## src/rtl/temp_sampler.sv

```systemverilog
`default_nettype none
// ============================================================================
//  Module   : temp_sampler
//  Brief    : Block-averages raw SYSMON die-temperature samples and derives a
//             fail-safe over-temperature alarm with hysteresis and a
//             sample-stall watchdog. Feeds the fan controller.
//  Revision : 1.0 - initial release
// ============================================================================
module temp_sampler #(
  parameter int SAMPLE_W       = 16,
  parameter int AVG_LOG2       = 3,
  parameter int TIMEOUT_CYCLES = 10000000
) (
  input  logic                clk_in_100,
  input  logic                rst_n_in,
  input  logic                sample_valid_in,
  input  logic [SAMPLE_W-1:0] sample_in,
  input  logic [SAMPLE_W-1:0] alarm_set_in,
  input  logic [SAMPLE_W-1:0] alarm_clear_in,
  output logic [31:0]         avg_temp_out,
  output logic                avg_valid_out,
  output logic                temp_alarm_out,
  output logic                stale_out
);

  // Accumulator is wide enough for a full block of max-code samples.
  localparam int ACC_W = SAMPLE_W + AVG_LOG2;
  // Sample counter width; at least one bit so pass-through mode still builds.
  localparam int CNT_W = (AVG_LOG2 > 0) ? AVG_LOG2 : 1;
  // Watchdog must be able to hold TIMEOUT_CYCLES itself (saturation value).
  localparam int WD_W  = $clog2(TIMEOUT_CYCLES + 1);

  localparam logic [CNT_W-1:0] c_count_last = CNT_W'((1 << AVG_LOG2) - 1);
  localparam logic [WD_W-1:0]  c_wd_max     = WD_W'(TIMEOUT_CYCLES);
  localparam logic [WD_W-1:0]  c_wd_last    = WD_W'(TIMEOUT_CYCLES - 1);
  // Reset average reads as the hottest possible code.
  localparam logic [31:0]      c_avg_reset  = 32'((64'd1 << SAMPLE_W) - 64'd1);

  typedef enum logic [1:0] {
    ST_FILL  = 2'd0,
    ST_RUN   = 2'd1,
    ST_STALE = 2'd2
  } state_t;

  state_t              r_state;
  state_t              w_state_next;
  logic                r_alarm;
  logic                w_alarm_next;
  logic                r_stale;
  logic                w_stale_next;
  logic                w_avg_load;
  logic                w_acc_clear;

  logic [ACC_W-1:0]    r_acc;
  logic [CNT_W-1:0]    r_count;
  logic [WD_W-1:0]     r_wdog;
  logic [31:0]         r_avg;
  logic                r_avg_valid;

  logic [ACC_W-1:0]    w_sum;
  logic [SAMPLE_W-1:0] w_avg;
  logic                w_block_done;
  logic                w_timeout;
  logic [SAMPLE_W-1:0] w_eff_clear;
  logic                w_alarm_eval;

  // Sum including the sample arriving this cycle, and its truncated average.
  assign w_sum        = r_acc + ACC_W'(sample_in);
  assign w_avg        = SAMPLE_W'(w_sum >> AVG_LOG2);
  assign w_block_done = sample_valid_in && (r_count == c_count_last);
  // Stale fires on the edge where the idle count would reach the limit;
  // a strobe on that same cycle resets the count instead.
  assign w_timeout    = !sample_valid_in && (r_wdog == c_wd_last);

  // A clear threshold above the set threshold collapses to a single threshold.
  assign w_eff_clear  = (alarm_clear_in < alarm_set_in) ? alarm_clear_in : alarm_set_in;

  // Hysteresis decision for a freshly computed average.
  always_comb begin
    w_alarm_eval = r_alarm;
    if (w_avg >= alarm_set_in) begin
      w_alarm_eval = 1'b1;
    end else if (w_avg < w_eff_clear) begin
      w_alarm_eval = 1'b0;
    end
  end

  // Control state and alarm/stale flag registers.
  always_ff @(posedge clk_in_100 or negedge rst_n_in) begin
    if (!rst_n_in) begin
      r_state <= ST_FILL;
      r_alarm <= 1'b1;
      r_stale <= 1'b0;
    end else begin
      r_state <= w_state_next;
      r_alarm <= w_alarm_next;
      r_stale <= w_stale_next;
    end
  end

  // Next-state, alarm and datapath control decode.
  always_comb begin
    w_state_next = r_state;
    w_alarm_next = r_alarm;
    w_stale_next = r_stale;
    w_avg_load   = 1'b0;
    w_acc_clear  = 1'b0;
    case (r_state)
      ST_FILL, ST_RUN: begin
        if (w_timeout) begin
          // Samples stopped: force the fan on and drop the partial block.
          w_state_next = ST_STALE;
          w_alarm_next = 1'b1;
          w_stale_next = 1'b1;
          w_acc_clear  = 1'b1;
        end else if (w_block_done) begin
          // In FILL the alarm is still 1, so the hold branch keeps it set.
          w_state_next = ST_RUN;
          w_avg_load   = 1'b1;
          w_alarm_next = w_alarm_eval;
        end
      end
      ST_STALE: begin
        if (sample_valid_in) begin
          // First fresh sample restarts a block; in pass-through mode it is
          // also the whole block.
          w_stale_next = 1'b0;
          w_state_next = ST_FILL;
          if (w_block_done) begin
            w_state_next = ST_RUN;
            w_avg_load   = 1'b1;
            w_alarm_next = w_alarm_eval;
          end
        end
      end
      default: begin
        w_state_next = ST_FILL;
        w_alarm_next = 1'b1;
        w_stale_next = 1'b0;
        w_acc_clear  = 1'b1;
      end
    endcase
  end

  // Block accumulator and sample counter; cleared on block end or stale entry.
  always_ff @(posedge clk_in_100 or negedge rst_n_in) begin
    if (!rst_n_in) begin
      r_acc   <= '0;
      r_count <= '0;
    end else if (w_acc_clear || w_block_done) begin
      r_acc   <= '0;
      r_count <= '0;
    end else if (sample_valid_in) begin
      r_acc   <= w_sum;
      r_count <= r_count + CNT_W'(1);
    end
  end

  // Idle-cycle watchdog, saturating at the timeout value.
  always_ff @(posedge clk_in_100 or negedge rst_n_in) begin
    if (!rst_n_in) begin
      r_wdog <= '0;
    end else if (sample_valid_in) begin
      r_wdog <= '0;
    end else if (r_wdog != c_wd_max) begin
      r_wdog <= r_wdog + WD_W'(1);
    end
  end

  // Averaged output register and its one-cycle update strobe.
  always_ff @(posedge clk_in_100 or negedge rst_n_in) begin
    if (!rst_n_in) begin
      r_avg       <= c_avg_reset;
      r_avg_valid <= 1'b0;
    end else begin
      r_avg_valid <= w_avg_load;
      if (w_avg_load) begin
        r_avg <= 32'(w_avg);
      end
    end
  end

  assign avg_temp_out   = r_avg;
  assign avg_valid_out  = r_avg_valid;
  assign temp_alarm_out = r_alarm;
  assign stale_out      = r_stale;

endmodule
`default_nettype wire

```

## config.mk

```make
export PLATFORM = sky130hd
export DESIGN_NAME = temp_sampler
export DESIGN_NICKNAME = d
export VERILOG_FILES = /design/src/rtl/temp_sampler.sv
export SDC_FILE = /design/constraint.sdc
export NUM_CORES = 1
export LEC_CHECK = 0
export CORE_UTILIZATION = 40
export DETAILED_ROUTE_END_ITERATION = 10
export GPL_TIMING_DRIVEN = 0
export HOLD_SLACK_MARGIN = 0.15
export PLACE_DENSITY = 0.65
export SYNTH_ARGS = -nofsm -noshare
export SYNTH_HDL_FRONTEND = slang
export SYNTH_SLANG_ARGS = --single-unit
```

## constraint.sdc

```tcl
create_clock -name clk_in_100 -period 7.9 [get_ports clk_in_100]
set_input_delay 1.58 -clock clk_in_100 [delete_from_list [all_inputs] [get_ports clk_in_100]]
set_output_delay 1.58 -clock clk_in_100 [all_outputs]
set_load 0.01 [all_outputs]
```

==> metrics.md <==
| Metric | Value |
|---|---|
| Fraction of layout cells with a size suffix above 1 | 0.120 |
| Mapped Avg Cell Area | 9.47 um2 |
| Pin count of the biggest net entering global routing | 68 |
| Sequential-to-total area share from yosys stat | 0.336 |
| Hold WC Path Type | reg2reg |
| Worst VDD drop | 0.125 mV |
| Post-Place Cells | 786 |
| Post-synth EDFFs | 0 |
| Max Fclk | 191 MHz |
| Post-synth ARST share | 1.00 |
| Final hold viol count | 0 |
| Arr. time, crit path | 5.51 ns |
| I/O Pins | 86 |
| Synth area leaders | dfrtp_1 25%, ha_1 16%, dfstp_2 8.8%, xor2_1 3.8%, nor2_1 3.6% |
| Antenna cells | 0 |
| WL/cell | 14.2 um |
| Initial Util | 0.416 |
| First-pass GRT wire length | 19.2 mm |
| Synth area leader | dfrtp_1 |
| Vias in the first global route | 4101 |
| Final setup TNS | 0 ns |
| Total Routing Usage GR | 0.188 |
| Routed Antenna Nets | 0 |
| RSZ-0062 raised after global routing | false |
| Vias/cell | 5.22 |
| Fin worst setup slack | 2.65 ns |
| DRC Markers | 0 |
| Initial DRC Count | 200 |
| Max Cap Viol | 0 |
| CTS tree | yes |
| Tmin final | 5.25 ns |
| Final std cells w/o fill | 802 |
| Reg clk slew, reported paths | 0.06 ns |
| Grt ovf | 0 |
| Routability Congestion | 0.893 |
| Slew Limit Fails | 0 |
| Die X | 114 um |
| Clk root buf | clkbuf_16 |
| Synth warn | 0 |
| Synth Instances | 534 |
| Postcts setup bufs | 0 |
| Die height | 114 um |
| Pwr per Cell Area | 326 mW/mm2 |
| Netlist cell types | 66 |
| Total power | 2.06 mW |
| H-tree levels | 3 |
| CP Data Required Time | 8.16 ns |
| CTS Buf Count | 9 |
| CP startpoint kind | input pin |
| Final nets | 747 |
| Critical path class | in2reg |
| Number of clock sinks | 67 |
| CP endpoint kind | flip-flop |
| Slew margin rel. | 0.440 |
| Initial antenna violation count | 0 |
| Synth Register Bits | 67 |
| Post-synthesis cell area | 0.00506 mm2 |
| Buffers on Ports | 69 |
| Slew at the pin with the worst max-slew slack | 0.840 ns |
| Worst skew pair latency | 0.33 ns |
| 1st-pass router iterations | 4 |
| Place WS | 2.32 ns |
| CP max FO | 4 |
| Maximum buffer depth of the clock tree | 2 |
| HPWL Detailed | 9.15 mm |
| CTS hold repair buffers | 0 |
| Die footprint | 0.0131 mm2 |
| Synth-to-layout area growth | 24.9% |
| DRT Wirelength | 11.4 mm |
| Core area | 0.0122 mm2 |
| Main synth FF type | dfrtp_1 |
| Period utilisation layout | 0.664 |
| # rows | 40 |
| Post-synth top area share | 0.247 |
| Endpoints failing setup | 0 |
| Via Count | 4190 |
| Clk_skew | 0.00628 ns |
| Leak | 2.92 nW |
| Placed cell areas | 0.00601 mm2 |
| PostCTS Resize Cnt | 0 |
| Status | completed |
| Final instance area | 0.00631 mm2 |
synth_stat cells (6+ instances only):
| cell type | instances |
|---|---|
| buf_4 | 16 |
| mux2_2 | 10 |
| mux2i_1 | 17 |
| ha_1 | 66 |
| dfrtp_1 | 50 |
| o21ai_0 | 21 |
| xnor2_1 | 12 |
| nor2_1 | 49 |
| o21ai_1 | 8 |
| nand3_1 | 18 |
| a22o_1 | 12 |
| xor2_1 | 22 |
| nor3_1 | 8 |
| o21a_1 | 6 |
| clkbuf_1 | 12 |
| inv_1 | 28 |
| nand2b_1 | 7 |
| nand2_1 | 40 |
| nand4_1 | 11 |
| a21o_1 | 7 |
| dfstp_2 | 17 |
| a21oi_1 | 22 |
worst max-delay path: stages:
cell and delay (ns):
clkdlybuf4s50_1 0.46, ha_1 0.19, inv_1 0.06, fa_1 0.37, nand2b_1 0.19, a21oi_1 0.25
o22ai_1 0.19, o21a_1 0.25, a311oi_1 0.33, xnor2_1 0.26, inv_1 0.14, ha_1 0.31
a21oi_1 0.13, o21ai_0 0.09, a32o_1 0.26, a211oi_1 0.18, nand3_1 0.09, a31o_1 0.19
logic make-up (layout without fill, tap and decap cells):
group,Yosys count,count (layout),share of synthesized area
and+or+nand+nor,163,163,0.159
AOI/OAI and AO/OA,116,116,0.165
adders and majority gates,67,67,0.167
DFF,67,67,0.336
buffers and inverters,58,143,0.0552
xor gates and xnor gates,34,34,0.0589
muxes,28,28,0.0581
other,1,16,0.000741
cell type report:
cell class / instances / area, um2
fillers: 1133 / 5850
multi-input cells: 424 / 3140
flip-flops and latches: 67 / 1700
repair buffers: 69 / 688
clock buffers: 9 / 225
well taps: 168 / 210
plain buffers: 29 / 170
inverters: 29 / 109
clock inverters: 7 / 77.6
power breakdown:
part	internal [mW]	total, mW	switching, mW
Clock	0.245	0.399	0.154
Combinational	0.512	1.13	0.614
Sequential	0.469	0.532	0.0634
cell usage in the layout, fill, tap and decap left out, drive strengths merged, types with 4 or more instances in the layout:
cell | synthesis | routed
clkdlybuf4s50 | 0 | 68
ha | 66 | 66
dfrtp | 50 | 50
nor2 | 49 | 49
nand2 | 40 | 40
o21ai | 31 | 31
inv | 29 | 30
a21oi | 22 | 22
xor2 | 22 | 22
clkbuf | 12 | 21
nand3 | 18 | 18
buf | 17 | 18
mux2i | 17 | 17
dfstp | 17 | 17
conb | 1 | 16
xnor2 | 12 | 12
a22o | 12 | 12
nand4 | 11 | 11
mux2 | 11 | 11
a21o | 9 | 9
nor3 | 8 | 8
nand2b | 7 | 7
o21a | 7 | 7
nor4 | 5 | 5
o22ai | 4 | 4
nor2b | 4 | 4
and3 | 4 | 4
a211oi | 4 | 4
clkinvlp | 0 | 4
final timing paths:
kind,depth (start not counted),end,slack [ns],startpoint
setup / recovery,18,temp_alarm_out,2.65,sample_in[0]
min in group asynchronous,1,r_acc[6],1.33,rst_n_in
hold / removal,2,avg_temp_out[8],0.46,avg_temp_out[8]
max in group asynchronous,1,r_count[2],6.00,rst_n_in
setup reg to reg,17,temp_alarm_out,4.00,r_acc[0]
hold reg to reg,2,avg_temp_out[8],0.46,avg_temp_out[8]
routing by layer:
metal  vias up  GRT usage  wire (um)
met5         -          0          0
met2       100      0.298       5180
met1      1973      0.255       5590
li1       2103          -          -
met4         0     0.0892        249
met3        14     0.0228        409
per-stage QoR:
step	utilization	hold WS [ns]
after floorplan	-	0.454
after CTS	0.519	0.465
after global placement	0.495	0.455
after detailed placement	0.494	0.457
final	0.519	0.461
after global routing	0.519	0.486
flip-flops by register name, summed over array words and instances (netlist names):
signal,cells
r_count,3
stale_out,1
avg_temp_out,16
temp_alarm_out,1
r_state,2
r_acc,19
r_wdog,24
avg_valid_out,1
(Power assumes the default switching activity.)
